===== src/rtl/xor_parity_accumulator.sv =====
// Parity generator/checker: reduces each WIDTH-bit beat to one bit and XOR-accumulates
// across an in_last-delimited packet, with even/odd mode, optional compare and beat count.
module xor_parity_accumulator #(
    parameter int WIDTH = 4,
    parameter int CNT_W = 8
) (
    input  logic             clk,
    input  logic             rst_n,
    input  logic             in_valid,
    input  logic [WIDTH-1:0] in_data,
    input  logic             in_last,
    input  logic             mode_odd,
    input  logic             chk_en,
    input  logic             chk_parity,
    output logic             out_valid,
    output logic             out_parity,
    output logic             out_err,
    output logic             busy,
    output logic [CNT_W-1:0] beat_cnt,
    output logic             cnt_sat
);

    localparam logic [CNT_W-1:0] CNT_MAX = '1;

    typedef enum logic {IDLE, ACC} state_t;

    state_t           state;
    logic             acc;
    logic [CNT_W-1:0] cnt;
    logic             sat;

    logic             word_par;
    logic             acc_next;
    logic [CNT_W-1:0] cnt_next;
    logic             sat_next;
    logic             par_final;

    // In IDLE the incoming beat starts a fresh packet, so prior acc/cnt/sat are ignored.
    always_comb begin
        word_par = ^in_data;
        acc_next = word_par;
        cnt_next = CNT_W'(1);
        if (state == ACC) begin
            acc_next = acc ^ word_par;
            cnt_next = (cnt == CNT_MAX) ? cnt : cnt + CNT_W'(1);
        end
        sat_next  = ((state == ACC) && sat) || (cnt_next == CNT_MAX);
        par_final = acc_next ^ mode_odd;
    end

    always_ff @(posedge clk or negedge rst_n) begin
        if (!rst_n) begin
            state      <= IDLE;
            acc        <= 1'b0;
            cnt        <= '0;
            sat        <= 1'b0;
            out_valid  <= 1'b0;
            out_parity <= 1'b0;
            out_err    <= 1'b0;
            busy       <= 1'b0;
            beat_cnt   <= '0;
            cnt_sat    <= 1'b0;
        end else begin
            out_valid <= 1'b0;
            if (in_valid) begin
                if (in_last) begin
                    state      <= IDLE;
                    busy       <= 1'b0;
                    acc        <= 1'b0;
                    cnt        <= '0;
                    sat        <= 1'b0;
                    out_valid  <= 1'b1;
                    out_parity <= par_final;
                    out_err    <= chk_en && (par_final != chk_parity);
                    beat_cnt   <= cnt_next;
                    cnt_sat    <= sat_next;
                end else begin
                    state <= ACC;
                    busy  <= 1'b1;
                    acc   <= acc_next;
                    cnt   <= cnt_next;
                    sat   <= sat_next;
                end
            end
        end
    end

endmodule


===== config.mk =====
export PLATFORM = sky130hd
export DESIGN_NAME = xor_parity_accumulator
export DESIGN_NICKNAME = d
export VERILOG_FILES = /design/src/rtl/xor_parity_accumulator.sv
export SDC_FILE = /design/constraint.sdc
export NUM_CORES = 1
export LEC_CHECK = 0
export CAP_MARGIN = 20
export CELL_PAD_IN_SITES_DETAIL_PLACEMENT = 1
export CELL_PAD_IN_SITES_GLOBAL_PLACEMENT = 2
export CORE_MARGIN = 10
export CORE_UTILIZATION = 32
export CTS_CLUSTER_SIZE = 28
export DETAILED_ROUTE_END_ITERATION = 8
export PLACE_DENSITY_LB_ADDON = 0.1
export SLEW_MARGIN = 25
export SYNTH_ARGS = -nofsm -noshare
export SYNTH_HDL_FRONTEND = slang
export SYNTH_SLANG_ARGS = --single-unit

===== constraint.sdc =====
create_clock -name clk -period 2.5 [get_ports clk]
set_clock_uncertainty 0.15 [all_clocks]
set_input_delay 0.25 -clock clk [delete_from_list [all_inputs] [get_ports clk]]
set_output_delay 0.25 -clock clk [all_outputs]
set_load 0.02 [all_outputs]

== After elaboration in Yosys (flattened, before gate mapping) ==
Index checks and enable logic that the tools add are counted.
Word-level totals
  output and inout bits: 13
  register bits: 23
  bits of input ports: 11
  word-level logic and storage cells: 29
Operators by class
  add/sub/neg operators: 1
  eq/ne operators: 3
  reductions and logical operators: 5
  multiplexer cells: 9
  bitwise logic cells: 2
Operators with widths (count)
  $mux 8: 3
  $eq 8x8->1 const B: 2
  $add 8x1->8 const B: 1
  $mux 1: 6
  $reduce_xor 4->1: 1
  $logic_and 1x1->1: 2
  $reduce_and 2->1: 1
  $xor 1x1->1: 2
  $logic_or 1x1->1: 1
  $ne 1x1->1: 1

== Depth between registers and ports, before layout ==
Gate-level depths: netlist (run 1).
  depth in word-level cells: 6
  mapped depth: 6
  depth with buffers taken out: 5

== Worst setup path before layout (run 1) ==
No wires, ideal clock.
  kind: reg2reg
  from: register cnt[1]
  to: register cnt[3]
  arrival time: 1.499 ns
  required time: 2.229 ns
  library setup time: 0.121 ns
  cell stages (with the launch flop): 7
  path slack: 0.730 ns
  buffers on the path: 1
  clock period less this slack: 1.770 ns
  cell sequence: dfrtp_1 > ha_1 > and4_1 > buf_6 > a21oi_1 > o21ai_0 > a22o_1
On the way
  word-level cells in the longest chain between the ends: 4
  elaborated cells on any way between the ends: 5
  classes of those cells: add/sub (1); eq/ne (1); mux (3)
RTL lines
  from (decl): line 29  | logic [CNT_W-1:0] cnt;
  from (signal assigned): line 81  | cnt <= cnt_next;
  $add 8x1->8 or $eq 8x8->1 (tied branches): line 45  | cnt_next = (cnt == CNT_MAX) ? cnt : cnt + CNT_W'(1);
  $mux 8 (*): line 45
  $mux 8 (*): line 43  | if (state == ACC) begin
  $mux 8 (*): line 66  | if (in_last) begin
Mark *: on every way between the ends. The rest lies on a longest branch, timed or not.
A chain may end at the register's enable or synchronous reset.

== Worst setup path after layout (run 1) ==
  from: register cnt[0]
  to: register sat
On the way
  word-level cells in the longest chain between the ends: 6
  elaborated cells on any way between the ends: 7
  classes of those cells: add/sub (1); eq/ne (2); mux (3); reduce/logical (1)
RTL lines
  $add 8x1->8 or $eq 8x8->1 (tied branches): line 45
  $mux 8 (*): line 45
  $mux 8 (*): line 43
  $eq 8x8->1 (*): line 47  | sat_next = ((state == ACC) && sat) || (cnt_next == CNT_MAX);
  $logic_or 1x1->1 (*): line 47
  $mux 1 (*): line 66
  to (signal assigned): line 82  | sat <= sat_next;
  to (decl): line 30  | logic sat;
Marked as above.

==> out/qor.yml, run 1 <==
status: "completed"
antenna_found_initial: 0
dieArea_um2: 7150
critPathLaunchType: "register"
ys_seq_elements: 23
drive_gt1_share_pct: 11.18
initial_core_util_pct: 33.11
drc: 0
gp_congestion: 0.9301
r2r_setup_slack_ns: 0.35
dp_hpwl_um: 2786
maxCapViolCount: 0
grt_usage_pct: 9.961
htreeDepth: 1
setup_violations: 0
antenna_left: 0
p_per_area_nw_per_um2: 522.3
coreArea_um2: 4029
cts.path.max_buffers: 2
max_slew.worst_pin.slew_ns: 0.3993
final_core_utilization_pct: 40.28
crit_path_end_kind: "register"
netlist_instances: 139
die_x_um: 84.56
syn_area_um2: 1334
crit_type: "reg -> reg"
syn_to_final_growth_pct: 21.67
synth.distinct_cells: 42
yosysWarnings: 0
timing.hold.ws_ns: 0.1710
synth-async-reset-ratio_pct: 100.0
firstDrtPassIters: 4
drv_slew: 0
root_buffer: "clkbuf_8"
yosysSeqAreaShare_pct: 43.15
setup_tns_ns: 0
vdd_drop_max_uv: 170.2
via_per_inst: 5.213
crit_arrival_ns: 2.18
synth_nets: 151
antenna_cells: 0
nets: 174
hold_buffers: 0
placement.io_buffers: 23
layout_min_cycle_time_ns: 2.151
vias: 1100
path_max_fanout: 9
power.total_uw: 847.7
die_y_um: 84.56
hold_class: "in -> async"
grt_pass1_wl_um: 6003
clk-insertion-delay-late_ns: 0.27
grt_pass1_vias: 1161
rows: 23
cts_sinks: 23
postCtsSetupBuffers: 0
numCtsBuffers: 3
cts_tree: "yes"
r2r_cells: 5
clk_pin_slew_ns: 0.10
crit_path_end: "sat"
drt_iter0_drc: 30
avgSynthCellArea_um2: 9.596
drt-total-wl_um: 3588
worstPathRequired_ns: 2.53
cts_resized: 0
wl_per_cell_um: 17.00
synth_edf_count: 0
finalCritPeriodShare_pct: 86.05
reg2reg_to: "sat"
timing.rr.start: "cnt[0]"
grt_max_degree: 24
maxSlewHeadroom_pct: 73.10
pin_count: 24
finalHoldViolCount: 0
grt_overflow: 0
max_freq_ghz: 0.4648
synth_top_flop_cell: "dfrtp_1"
rsz0062_at_grt: "false"
power.leakage_nw: 0.6627
crit_start: "cnt[0]"
-- cell type report --
cell class	instances	area [µm²]
clock inverters	1	7.507
inverters	4	15.01
clock buffers	3	41.29
flip-flops and latches	23	575.6
fillers	478	2406
multi-input cells	102	653.1
repair buffers	28	267.8
well taps	50	62.56
-- per-layer routing --
layer / share of wire, % / track usage, %
met1: 49 / 12.48
met2: 47 / 16.61
met3: 4.2 / 2.609
met4: 0.59 / 2.246
met5: 0 / 0
-- cell usage in the layout, fill, tap and decap left out, types with 2 or more instances in the layout --
| cell | count |
|---|---|
| nand3_1 | 5 |
| clkbuf_8 | 3 |
| nor2_1 | 3 |
| clkdlybuf4s50_1 | 23 |
| a31o_2 | 3 |
| dfrtp_1 | 23 |
| o21ai_1 | 3 |
| inv_1 | 4 |
| nor4_1 | 2 |
| o21ai_0 | 14 |
| and3_1 | 2 |
| o31ai_2 | 3 |
| buf_4 | 5 |
| o22ai_1 | 2 |
| a21boi_0 | 2 |
| a21o_1 | 2 |
| nand2_1 | 25 |
| nand2b_1 | 2 |
| xor2_1 | 2 |
| xnor2_1 | 4 |
| a21oi_1 | 9 |
-- state kept, by name, indices dropped and copies added (netlist names) --
signal / count
acc: 1
state: 1
out_parity: 1
out_valid: 1
cnt_sat: 1
beat_cnt: 8
cnt: 8
sat: 1
out_err: 1
-- critical path, cell delays in order (launching register included) --
cell and delay [ns]:
dfrtp_1 0.50, ha_1 0.32, and4_1 0.46, a41oi_1 0.17, a21o_1 0.21, o31ai_2 0.24
-- per-stage QoR --
stage	setup slack (ns)	area, µm²	instances
detailed placement	0.4156	1574	207
global route	0.2668	1623	211
finish	0.3487	1623	211
global placement	0.4691	1574	207
floorplan	0.7303	1334	139
CTS	0.3724	1623	211
-- worst min path at each step --
| stage | startpoint | end | slack (ns) | cells after the start |
|---|---|---|---|---|
| floorplan | rst_n | acc | -0.20 | 0 |
| global placement | sat | sat | 0.31 | 2 |
| detailed placement | beat_cnt[6] | beat_cnt[6] | 0.32 | 2 |
| CTS | rst_n | beat_cnt[0] | 0.19 | 2 |
| global route | rst_n | beat_cnt[2] | 0.19 | 2 |
| finish | rst_n | beat_cnt[0] | 0.17 | 2 |
-- cells in the mapped netlist, types with 2 or more instances --
master    number  area [µm²]
a21boi_0       2       15.01
nor4_1         2       12.51
a21o_1         2       15.01
inv_1          4       15.01
o31ai_2        3       37.54
o21ai_1        3       15.01
xnor2_1        4       35.03
xor2_1         2       17.52
nand2b_1       2       12.51
o21ai_0       14       70.07
clkbuf_1       2       7.510
o22ai_1        2       12.51
a31o_2         3       26.28
and3_1         2       12.51
dfrtp_1       23       575.6
nor2_1         3       11.26
buf_6          5       56.30
a21oi_1        9       45.04
nand2_1       25       93.84
nand3_1        5       25.02
-- cells by family after synthesis --
logic type	synth area share, %
adders and majority gates	0.9379
DFF	43.15
and+or+nand+nor	16.42
buffers and inverters	7.879
xor gates and xnor gates	7.411
AOI/OAI and AO/OA	24.20
-- where the power goes --
group / total [mW] / switching (mW) / internal, mW
Sequential: 0.417 / 0.0226 / 0.395
Clock: 0.246 / 0.133 / 0.113
Combinational: 0.184 / 0.0932 / 0.0911
Total: 0.848 / 0.249 / 0.599
Power figures use the tool's default switching activity.
==> run 2, diff against run 1 <==
--- a/config.mk
+++ b/config.mk
@@ -5,11 +5,12 @@
 export SDC_FILE = /design/constraint.sdc
 export NUM_CORES = 1
 export LEC_CHECK = 0
+export ABC_AREA = 1
 export CAP_MARGIN = 20
 export CELL_PAD_IN_SITES_DETAIL_PLACEMENT = 1
 export CELL_PAD_IN_SITES_GLOBAL_PLACEMENT = 2
 export CORE_MARGIN = 10
-export CORE_UTILIZATION = 32
+export CORE_UTILIZATION = 28
 export CTS_CLUSTER_SIZE = 28
 export DETAILED_ROUTE_END_ITERATION = 8
 export PLACE_DENSITY_LB_ADDON = 0.1
==> run 2 against run 1 <==
Routed wire length fell by 6.3%. Sequential cell count is the same. Fmax is 16% higher. Design area down 3.5%. Synthesized cell count rose by 16%. Setup slack improved by 0.30 ns. Via count is 0.18% lower. Die area is 3.3% higher. First-iteration DRC count rose by 17%. Register-to-register slack improved by 0.30 ns. Worst hold slack improved by 0.022 ns. Critical path depth increased by 6. Critical path type unchanged. Largest power group unchanged.
==> out/qor.yml, run 2 <==
grt_overflow: 0  # unchanged
cts_tree: "yes"  # unchanged
root_buffer: "clkbuf_8"  # unchanged
place_ws_ns: 0.6166  # was 0.4156 ns
grt_pass1_vias: 1164  # was 1161
syn_area_um2: 1217  # was 1334 µm²
synth.distinct_cells: 24  # was 42
dieArea_um2: 7386  # was 7150 µm²
timing.hold.ws_ns: 0.1927  # was 0.1710 ns
synth_nets: 173  # was 151
drive_gt1_share_pct: 9.574  # was 11.18%
p_per_area_nw_per_um2: 511.1  # was 522.3 nW/µm²
htreeDepth: 1  # unchanged
synth_top_area_share_pct: 47.28  # was 43.15%
drt_iter0_drc: 35  # was 30
die_x_um: 85.94  # was 84.56 µm
antenna_cells: 0  # unchanged
antenna_left: 0  # unchanged
ys_seq_elements: 23  # unchanged
pwr-share-clk_pct: 29.1  # about the same
synth_most_common_cell: "nand2_1"  # unchanged
hold_class: "in -> async"  # unchanged
avgSynthCellArea_um2: 7.562  # was 9.596 µm²
finalWorstSetupSlack_ns: 0.6517  # was 0.3487 ns
p_comb_share_pct: 20.2  # was 21.7%
die_y_um: 85.94  # was 84.56 µm
maxCapViolCount: 0  # unchanged
crit_buf_inv: 0  # unchanged
grt_pass1_wl_um: 5740  # was 6003 µm
synth-async-reset-ratio_pct: 100.0  # unchanged
yosysSeqAreaShare_pct: 47.28  # was 43.15%
synth_top_flop_cell: "dfrtp_1"  # unchanged
netlist_instances: 161  # was 139
numCtsBuffers: 3  # unchanged
rsz0062_at_grt: "false"  # unchanged
wl_per_cell_um: 14.12  # was 17.00 µm
drv_slew: 0  # unchanged
synth_common_cells: "nand2_1, dfrtp_1, inv_1, o21ai_1"  # was nand2_1, dfrtp_1, o21ai_0
max_slew.worst_pin.slew_ns: 0.3616  # was 0.3993 ns
p_switching_uw: 228.4  # was 249.1 µW
hold_buffers: 0  # unchanged
pin_count: 24  # unchanged
cp_slowest_cell: "dfrtp_1"  # unchanged
power.leakage_nw: 0.7283  # was 0.6627 nW
cts.path.max_buffers: 2  # unchanged
synth_edf_count: 0  # unchanged
nets: 201  # was 174
via_per_inst: 4.613  # was 5.213
syn_to_final_growth_pct: 28.67  # was 21.67%
finalHoldViolCount: 0  # unchanged
cts_resized: 0  # unchanged
postCtsSetupBuffers: 0  # unchanged
drc: 0  # unchanged
pwr-share-seq_pct: 50.7  # was 49.2%
placement.io_buffers: 23  # unchanged
layout_min_cycle_time_ns: 1.848  # was 2.151 ns
grt_usage_pct: 9.520  # was 9.961%
cts_sinks: 23  # unchanged
vias: 1098  # was 1100
final_cell_mix: "nand2_1, dfrtp_1, clkdlybuf4s50_1"  # unchanged
initial_core_util_pct: 29.58  # was 33.11%
gp_congestion: 0.7828  # was 0.9301
grt_max_degree: 24  # unchanged
synthTopCellsByArea: "dfrtp_1, nand2_1, o21ai_1"  # was dfrtp_1, nand2_1, o21ai_0
cp_cell_sequence: "ha_1 -> nand2_2 -> nor2_4 -> nand2_4 -> o21ai_1 -> nand3_1 -> nor2_1 -> nand2_1 -> nand2_1 -> nand2_1 -> nand2_1"  # was ha_1 -> and4_1 -> a41oi_1 -> a21o_1 -> o31ai_2
crit_type: "reg -> reg"  # unchanged
power.internal_uw: 572.2  # was 598.5 µW
max_stage_delay_ns: 0.41  # was 0.50 ns
vdd_drop_max_uv: 272.6  # was 170.2 µV
crit_top_cell: "nand2_1"
crit_arrival_ns: 1.91  # was 2.18 ns
setup_tns_ns: 0  # unchanged
finalCritPeriodShare_pct: 73.93  # was 86.05%
critical_path.top_delay_family: "simple AND/OR/NAND/NOR gates"  # was compound AO/OA/AOI/OAI gates
switching_share_pct: 28.53  # was 29.39%
path_max_fanout: 8  # was 9
layout_commonest_cell: "nand2_1"  # unchanged
drt-total-wl_um: 3361  # was 3588 µm
synth_area_leader_cell: "dfrtp_1"  # unchanged
setup_violations: 0  # unchanged
firstDrtPassIters: 4  # unchanged
reg_top3: "beat_cnt: 8 flops, cnt: 8 flops"  # unchanged
clk_pin_slew_ns: 0.09  # was 0.10 ns
rows: 23  # unchanged
clk-insertion-delay-late_ns: 0.27  # about the same
max_freq_ghz: 0.5411  # was 0.4648 GHz
crit_path_end_kind: "register"  # unchanged
coreArea_um2: 4115  # was 4029 µm²
yosysWarnings: 0  # unchanged
status: "completed"  # unchanged
antenna_found_initial: 0  # unchanged
dp_hpwl_um: 2696  # was 2786 µm
worstPathRequired_ns: 2.56  # was 2.53 ns
maxSlewHeadroom_pct: 75.82  # was 73.10%
critPathLaunchType: "register"  # unchanged
==> run 2: changes by cell type in the layout (fill, tap and decap cells not counted), sizes merged, moves of 3 or more <==
| cell | delta |
|---|---|
| nand2 | +34 |
| o31ai | -4 |
| a21oi | -8 |
| a31o | -3 |
| inv | +14 |
| nand3 | +8 |
| o22ai | +4 |
| nor2 | +12 |
==> run 2: cell families after synthesis <==
family | Yosys count | synth area share (%)
adders and majority gates | 1 | 1.028
DFF | 23 | 47.28
AOI/OAI and AO/OA | 24 | 10.89
and+or+nand+nor | 89 | 32.07
xor gates and xnor gates | 3 | 2.159
buffers and inverters | 21 | 6.576
==> run 2: per-stage QoR <==
step                util, %  std cells  instance area (µm²)  total power, mW
finish                38.07        238                 1567           0.8006
global route          38.07        238                 1567           0.8600
CTS                   38.07        238                 1567           0.8187
detailed placement    36.94        234                 1520           0.5787
global placement      36.94        234                 1520           0.5735
floorplan                 -        161                 1217           0.4980
==> run 2: cell type report <==
| class | instances | area (µm²) |
|---|---|---|
| flip-flops and latches | 23 | 575.6 |
| clock buffers | 3 | 41.29 |
| clock inverters | 1 | 5.005 |
| well taps | 50 | 62.56 |
| repair buffers | 26 | 252.7 |
| fillers | 525 | 2549 |
| inverters | 18 | 67.56 |
| multi-input cells | 117 | 561.8 |
==> run 2: per-layer routing <==
metal | track usage, % | wire, µm | vias to the layer above
met1 | 12.74 | 1688 | 512
met2 | 14.33 | 1492 | 13
li1 | - | - | 568
met5 | 0 | 0 | -
met4 | 3.144 | 45 | 0
met3 | 2.554 | 135 | 5
==> run 2: power by group through the flow <==
stage	Combinational [mW]	Sequential (mW)	Clock, mW
global placement	0.161	0.413	0
finish	0.161	0.406	0.233
global route	0.181	0.410	0.269
detailed placement	0.165	0.414	0
CTS	0.166	0.407	0.246
floorplan	0.0679	0.430	0
==> run 2: worst paths after layout <==
kind / depth (start not counted) / startpoint / slack (ns) / endpoint
hold / removal: 2 / rst_n / 0.19 / cnt[1]
max in group asynchronous: 2 / rst_n / 1.77 / beat_cnt[1]
min in group clk: 2 / sat / 0.34 / sat
hold reg to reg: 2 / sat / 0.34 / sat
setup reg to reg: 11 / cnt[1] / 0.65 / cnt_sat
setup / recovery: 11 / cnt[1] / 0.65 / cnt_sat
